## src/rtl/fetch_pkg.sv

```systemverilog
// Shared definitions for the instruction fetch stage: FSM states, NOP word, default PC width.
package fetch_pkg;

  localparam int          PC_W_DEF = 9;
  localparam logic [31:0] NOP      = 32'h0;

  typedef enum logic [1:0] {
    BOOT = 2'd0,
    RUN  = 2'd1,
    HOLD = 2'd2
  } fetch_state_e;

endpackage

```

## src/rtl/fetch_skid.sv

```systemverilog
// One-entry skid buffer that parks the instruction returning from memory while fetch is stalled.
module fetch_skid
  import fetch_pkg::*;
#(
  parameter int PC_W = PC_W_DEF
) (
  input  logic            clk,
  input  logic            rst,
  input  logic            load,
  input  logic            clear,
  input  logic [31:0]     load_data,
  input  logic [PC_W-1:0] load_pc,
  output logic            full,
  output logic [31:0]     data,
  output logic [PC_W-1:0] pc
);

  logic            full_q, full_d;
  logic [31:0]     data_q, data_d;
  logic [PC_W-1:0] pc_q, pc_d;

  // Clear wins over load so a redirect can never leave a stale entry behind.
  always_comb begin
    full_d = full_q;
    data_d = data_q;
    pc_d   = pc_q;
    if (clear) begin
      full_d = 1'b0;
    end else if (load) begin
      full_d = 1'b1;
      data_d = load_data;
      pc_d   = load_pc;
    end
  end

  always_ff @(posedge clk) begin
    if (!rst) begin
      full_q <= 1'b0;
    end else begin
      full_q <= full_d;
    end
    data_q <= data_d;
    pc_q   <= pc_d;
  end

  assign full = full_q;
  assign data = data_q;
  assign pc   = pc_q;

endmodule

```

## src/rtl/fetch_unit.sv

```systemverilog
// Single-issue instruction fetch stage feeding the IF/ID register from a 1-cycle synchronous memory.
// Optional performance counters are enabled by defining FETCH_PERF_CNT_EN.
module fetch_unit
  import fetch_pkg::*;
#(
  parameter int              PC_W     = PC_W_DEF,
  parameter logic [PC_W-1:0] RESET_PC = '0
) (
  input  logic            clk,
  input  logic            rst,
  input  logic            stall,
  input  logic            redirect_en,
  input  logic [PC_W-1:0] redirect_pc,
  output logic [PC_W-1:0] imem_addr,
  output logic            imem_en,
  input  logic [31:0]     imem_rdata,
  output logic [31:0]     id_inst,
  output logic [PC_W-1:0] id_pc,
  output logic            id_valid,
  output logic [31:0]     perf_fetched,
  output logic [31:0]     perf_stall
);

  fetch_state_e    state_q, state_d;
  logic [PC_W-1:0] pc_q, pc_d;
  logic            infl_q, infl_d;
  logic [PC_W-1:0] infl_pc_q, infl_pc_d;
  logic [31:0]     id_inst_q, id_inst_d;
  logic [PC_W-1:0] id_pc_q, id_pc_d;
  logic            id_valid_q, id_valid_d;

  logic            skid_load, skid_clear, skid_full;
  logic [31:0]     skid_data;
  logic [PC_W-1:0] skid_pc;

  fetch_skid #(.PC_W(PC_W)) u_skid (
    .clk       (clk),
    .rst       (rst),
    .load      (skid_load),
    .clear     (skid_clear),
    .load_data (imem_rdata),
    .load_pc   (infl_pc_q),
    .full      (skid_full),
    .data      (skid_data),
    .pc        (skid_pc)
  );

  always_comb begin
    state_d    = state_q;
    pc_d       = pc_q;
    infl_d     = infl_q;
    infl_pc_d  = infl_pc_q;
    id_inst_d  = id_inst_q;
    id_pc_d    = id_pc_q;
    id_valid_d = id_valid_q;
    imem_addr  = pc_q;
    imem_en    = 1'b0;
    skid_load  = 1'b0;
    skid_clear = 1'b0;

    if (rst) begin
      if (redirect_en) begin
        imem_addr  = redirect_pc;
        imem_en    = 1'b1;
        pc_d       = redirect_pc + 1'b1;
        infl_d     = 1'b1;
        infl_pc_d  = redirect_pc;
        skid_clear = 1'b1;
        id_inst_d  = NOP;
        id_pc_d    = '0;
        id_valid_d = 1'b0;
        state_d    = RUN;
      end else begin
        unique case (state_q)
          BOOT: begin
            imem_en   = 1'b1;
            pc_d      = pc_q + 1'b1;
            infl_d    = 1'b1;
            infl_pc_d = pc_q;
            state_d   = RUN;
          end
          RUN: begin
            if (stall) begin
              // The word already requested still arrives this cycle; park it.
              skid_load = infl_q;
              infl_d    = 1'b0;
              state_d   = HOLD;
            end else begin
              id_inst_d  = imem_rdata;
              id_pc_d    = infl_pc_q;
              id_valid_d = infl_q;
              imem_en    = 1'b1;
              pc_d       = pc_q + 1'b1;
              infl_d     = 1'b1;
              infl_pc_d  = pc_q;
            end
          end
          HOLD: begin
            if (!stall) begin
              if (skid_full) begin
                id_inst_d  = skid_data;
                id_pc_d    = skid_pc;
                id_valid_d = 1'b1;
              end else begin
                id_inst_d  = imem_rdata;
                id_pc_d    = infl_pc_q;
                id_valid_d = infl_q;
              end
              skid_clear = 1'b1;
              imem_en    = 1'b1;
              pc_d       = pc_q + 1'b1;
              infl_d     = 1'b1;
              infl_pc_d  = pc_q;
              state_d    = RUN;
            end
          end
          default: state_d = BOOT;
        endcase
      end
    end
  end

  always_ff @(posedge clk) begin
    if (!rst) begin
      state_q    <= BOOT;
      pc_q       <= RESET_PC;
      infl_q     <= 1'b0;
      id_inst_q  <= NOP;
      id_pc_q    <= '0;
      id_valid_q <= 1'b0;
    end else begin
      state_q    <= state_d;
      pc_q       <= pc_d;
      infl_q     <= infl_d;
      id_inst_q  <= id_inst_d;
      id_pc_q    <= id_pc_d;
      id_valid_q <= id_valid_d;
    end
    infl_pc_q <= infl_pc_d;
  end

  assign id_inst  = id_inst_q;
  assign id_pc    = id_pc_q;
  assign id_valid = id_valid_q;

`ifdef FETCH_PERF_CNT_EN
  logic [31:0] perf_fetched_q, perf_fetched_d;
  logic [31:0] perf_stall_q, perf_stall_d;
  logic        fetch_evt;

  // Mirrors the IF/ID load conditions above that produce a valid instruction.
  assign fetch_evt = !redirect_en && !stall &&
                     (((state_q == RUN) && infl_q) ||
                      ((state_q == HOLD) && (skid_full || infl_q)));

  always_comb begin
    perf_fetched_d = perf_fetched_q + {31'b0, fetch_evt};
    perf_stall_d   = perf_stall_q + {31'b0, stall};
  end

  always_ff @(posedge clk) begin
    if (!rst) begin
      perf_fetched_q <= '0;
      perf_stall_q   <= '0;
    end else begin
      perf_fetched_q <= perf_fetched_d;
      perf_stall_q   <= perf_stall_d;
    end
  end

  assign perf_fetched = perf_fetched_q;
  assign perf_stall   = perf_stall_q;
`else
  assign perf_fetched = '0;
  assign perf_stall   = '0;
`endif

endmodule

```

## config.mk

```make
export PLATFORM = sky130hd
export DESIGN_NAME = fetch_unit
export DESIGN_NICKNAME = d
export VERILOG_FILES = /design/src/rtl/fetch_pkg.sv /design/src/rtl/fetch_skid.sv /design/src/rtl/fetch_unit.sv
export SDC_FILE = /design/constraint.sdc
export NUM_CORES = 1
export LEC_CHECK = 0
export ABC_CLOCK_PERIOD_IN_PS = 4300
export CORE_UTILIZATION = 46
export DETAILED_ROUTE_END_ITERATION = 10
export PLACE_DENSITY = 0.8
export SYNTH_ARGS = -nofsm -noshare
export SYNTH_HDL_FRONTEND = slang
export SYNTH_SLANG_ARGS = --single-unit
export TNS_END_PERCENT = 5
```

## constraint.sdc

```tcl
create_clock -name clk -period 4.3 [get_ports clk]
set_clock_uncertainty 0.1 [all_clocks]
set_input_delay 1.075 -clock clk [delete_from_list [all_inputs] [get_ports clk]]
set_output_delay 1.075 -clock clk [all_outputs]
set_load 0.01 [all_outputs]
```

# == Yosys cells after proc, flatten, opt, wreduce, memory -nomap -nowiden ==
# Index checks and enable logic that the tools add are counted.
# totals
regBits,105
out_inout_bits,116
elab_cells,75
# classes
muxes,38
n_eq_ne,8
addsub,2
n_bitwise,2
reduce_logical,14
# op_table
op,n
32-bit 2-to-1 mux,3
9-bit 2-to-1 mux,9
32-bit one-hot mux with 2 select lines,1
9-bit one-hot mux with 2 select lines,3
9-bit by 1-bit adder with 9-bit output (second input constant),2
1-bit 2-to-1 mux,16
2-bit AND reduction,5
2-bit != test (second input constant),3
3-bit != test (second input constant),2
2-bit one-hot mux with 3 select lines,1
3-bit AND reduction,2
2-bit OR reduction,3
2-bit 2-to-1 mux,2
1-bit one-hot mux with 2 select lines,2
4-bit nonzero test,1
3-bit by 2-bit != test with 1-bit output (second input constant),1
1-bit one-hot mux with 3 select lines,1
3-bit nonzero test,1
2-bit by 1-bit == test with 1-bit output (second input constant),1
2-bit == test (second input constant),1
2-bit zero test,1
1-bit inverter,2
2-bit nonzero test,1

# == Logic depth before layout (Yosys ltp) ==
# depth
ltp_word,6
depth_mapped,8

# == Modules after synthesis ==
# Synthesis repeated with hierarchy kept, for this count alone.
# hier_totals
hier_cells,494
hier_area_um2,4883.4
# modules_own_cells
mod,n_inst,cells_each,area_per_inst_um2
fetch_unit,1,449,3609.7
fetch_skid,1,45,1273.7

# == Least setup slack after synthesis ==
# No wires, ideal clock.
# synth_path
path_kind,input-to-reg
from,in rst
to,"reg u_skid.data_q[0], in the netlist u_skid.data[0] (enable)"
n_path_buf,2
setup_ns,0.440
required_time_ns,3.760
arrival_time_ns,3.451
path_slack_ns,0.309
path_stages,5
cell_sequence,clkbuf_1 nand2b_1 buf_2 a21o_1 nor2_1
# synth_via
elab_chain_len,3
# synth_lines
element,line,rtl
"start, declared",fetch_unit.sv:10,"input logic rst,"
1-bit 2-to-1 mux,fetch_unit.sv:61,if (rst) begin
1-bit inverter (no line),--,
2-bit AND reduction (no line) (*),--,
"end signal, assigned",fetch_skid.sv:42,data_q <= data_d;
"end, declared",fetch_skid.sv:19,"logic [31:0] data_q, data_d;"
# Every way passes the cells marked *; elsewhere a longest branch is shown, timed or not.
# A chain may end at the register's enable or synchronous reset.

# == Final worst setup path ==
# layout_path
from,in redirect_en
to,out imem_addr[8]
# layout_via
elab_chain_len,2
# layout_lines
element,line,rtl
"start, declared",fetch_unit.sv:12,"input logic redirect_en,"
9-bit 2-to-1 mux,fetch_unit.sv:62,if (redirect_en) begin
9-bit 2-to-1 mux,fetch_unit.sv:61,
"end, declared",fetch_unit.sv:14,"output logic [PC_W-1:0] imem_addr,"
# No other way between the ends.

==> metrics.cfg <==
[cts]
cts_resized=0
clockBufferDepth=2
htree_levels=3
cts_buffers=9
clk_pin_slew_worst_paths_ps=100
cts_setup_buffers=0
cts_hold_buffers=0
cts_root_buf=clkbuf_8
cts_tree=yes
insertion_delay_ps=360
clock-sinks=105

[sta]
fin_setup_tns_ps=0
fin_crit_sh_pct=92.07
max_freq_ghz=0.2526
worst_slack_ps=340.8
rsz0062_at_grt=false
setup_viol=0
fin_crit_ps=3959
tightest_slew_ps=839.9
relSlewSlack_pct=44.01
drv_slew=0
finalHoldViolCount=0

[global_route]
gr-usage-all-layers_pct=18.25
grt_pass1_vias=3224
grt_overflow=0
antenna_found_initial=0
grt_max_degree=85
grt_pass1_wl_um=16050

[yosys]
yosys.area_share.adder_pct=1.542
post_synth_num_cell_types=37
ys_seq_area_share_pct=53.46
netlist_area_mm2=0.004868
synthMuxAreaShare_pct=2.082
synth.avg_cell_area_um2=9.855
synth_ff_type=dfxtp_1
synth_seq_cells=105
yosys.area_share.simple_pct=16.09
yosys_warnings=0
synth_top_family_by_area=simple AND/OR/NAND/NOR gates
ys_async_sr_fraction_pct=0
synth_compound_area_share_pct=12.05
synth_xor_area_share_pct=0.7196
synth-edff-count=50
syn_inst=494

[worst_setup_path]
cp.arrival_ps=2780
critPathCaptureType=primary output
worstPathRequired_ps=3120
cp_max_fo=18
crit_chain=clkdlybuf4s50_1 -> buf_4 -> mux2i_1 -> nand2_1 -> o21a_1 -> clkdlybuf4s50_1
worst-path-buf-inv=3
max_stage_delay_ps=470
startpoint_type=input pin
critPathSlowestCell=clkdlybuf4s50_1
crit_family=buffers and inverters
cpMostUsedCell=clkdlybuf4s50_1
crit_type=in -> out

[floorplanning]
num_io_pins=161
start_util_pct=47.37
coreArea_mm2=0.01028
die_w_um=104.9
dieArea_mm2=0.01100
num_rows=37
die_h_um=104.9

[place]
dp_hpwl_um=6679
place_area_mm2=0.005719
place_ws_ps=332.4
numPortBuffers=96
place.gp.congestion=0.8990
dp_cells=701

[finish]
postLayoutCellArea_mm2=0.005896
fill_cells=888
final_cells=717
syn2layout_area_growth_pct=21.10
mostFrequentLayoutCells=96 x clkdlybuf4s50_1, 64 x conb_1, 60 x nor2_1
diodes=0
final_nets=627
layout-drive-gt1-share_pct=5.508
final_common_cell=clkdlybuf4s50_1

[power_and_ir_drop]
powerDensity_mw_per_mm2=337.3
leakagePower_nw=2.199
vdd_drop_max_mv=0.1997

[drt]
postRouteAntennaNets=0
vias=3612
first_pass_iters=4
drc=0
wirelength_um=9918
drt-initial-drc-count=156
routed_via_density=5.038
wl_per_cell_um=13.83

[status]
status=completed

[hold_path]
hold_class=reg -> reg

[flow_run]
cap_violations=0

==> cells in the mapped netlist (all sizes together), types with 2 or more instances <==
library cell	n	share of area, %
a211oi	3	0.46
a21o	3	0.46
a21oi	17	1.7
a311oi	41	7.4
buf	80	12
clkbuf	19	1.5
dfxtp	55	23
edfxtp	50	31
ha	6	1.5
inv	12	0.93
mux2i	9	1.9
nand2	56	4.3
nand2b	2	0.26
nand3	49	5.0
nand4	5	0.64
nand4b	3	0.54
nor2	62	4.8
o21a	3	0.46
o311ai	2	0.51
xnor2	4	0.72
==> cell families after synthesis <==
| logic type | after synthesis |
|---|---|
| and+or+nand+nor | 181 |
| DFF | 105 |
| xor gates and xnor gates | 4 |
| adders and majority gates | 6 |
| buffers and inverters | 112 |
| other | 1 |
| AOI/OAI and AO/OA | 75 |
| muxes | 10 |
==> worst reg2reg max path, cell delays in order, from the launching register on <==
cell	delay (ps)
dfxtp_1	400
inv_1	110
ha_2	320
buf_4	290
nand2_1	330
buf_4	400
nand2_1	130
a311oi_1	280
==> metal layers <==
| layer | up-vias | part of all wire, % | track usage, % |
|---|---|---|---|
| met4 | 0 | 0.62 | 6.539 |
| met2 | 145 | 47 | 29.47 |
| met5 | - | 0 | 0 |
| li1 | 1786 | - | - |
| met1 | 1675 | 44 | 24.76 |
| met3 | 6 | 7.6 | 2.994 |
==> stage by stage <==
| stage | util (%) | hold slack (ps) | total power, W |
|---|---|---|---|
| CTS | 57.37 | 368.6 | 0.002003 |
| floorplan | - | 326.2 | 0.001357 |
| global placement | 55.65 | 333.8 | 0.001442 |
| global route | 57.37 | 388.2 | 0.002079 |
| detailed placement | 55.65 | 340.3 | 0.001452 |
| finish | 57.37 | 365.8 | 0.001988 |
==> flip-flops by register name (all words and copies together) (netlist names) <==
name,flops
id_inst,32
u_skid.data,32
id_pc,9
infl_pc_q,9
pc_q,9
u_skid.pc,9
state_q,2
id_valid,1
infl_q,1
u_skid.full,1
==> power by group <==
group | leakage, nW | internal (W) | switching [W]
registers | 0.907 | 0.00109 | 0.0000256
logic | 1.21 | 0.000140 | 0.000175
clock network | 0.0852 | 0.000215 | 0.000344
==> cell type report <==
| cell class | instances | area, um2 | area share [%] |
|---|---|---|---|
| flip-flops and latches | 105 | 2603 | 44.14 |
| repair buffers | 107 | 1056 | 17.91 |
| clock inverters | 7 | 52.55 | 0.8913 |
| well taps | 136 | 170.2 | 2.886 |
| multi-input cells | 340 | 1842 | 31.24 |
| inverters | 13 | 48.80 | 0.8277 |
| clock buffers | 9 | 123.9 | 2.101 |
==> final timing paths <==
| check | slack, ps | end | start | cells past startpoint |
|---|---|---|---|---|
| max | 340 | imem_addr[8] | redirect_en | 6 |
| min | 370 | u_skid.pc[4] | infl_pc_q[4] | 0 |
| max reg2reg | 1860 | id_inst[0] | state_q[0] | 7 |
| min reg2reg | 370 | u_skid.pc[4] | infl_pc_q[4] | 0 |
Power figures use the tool's default switching activity.
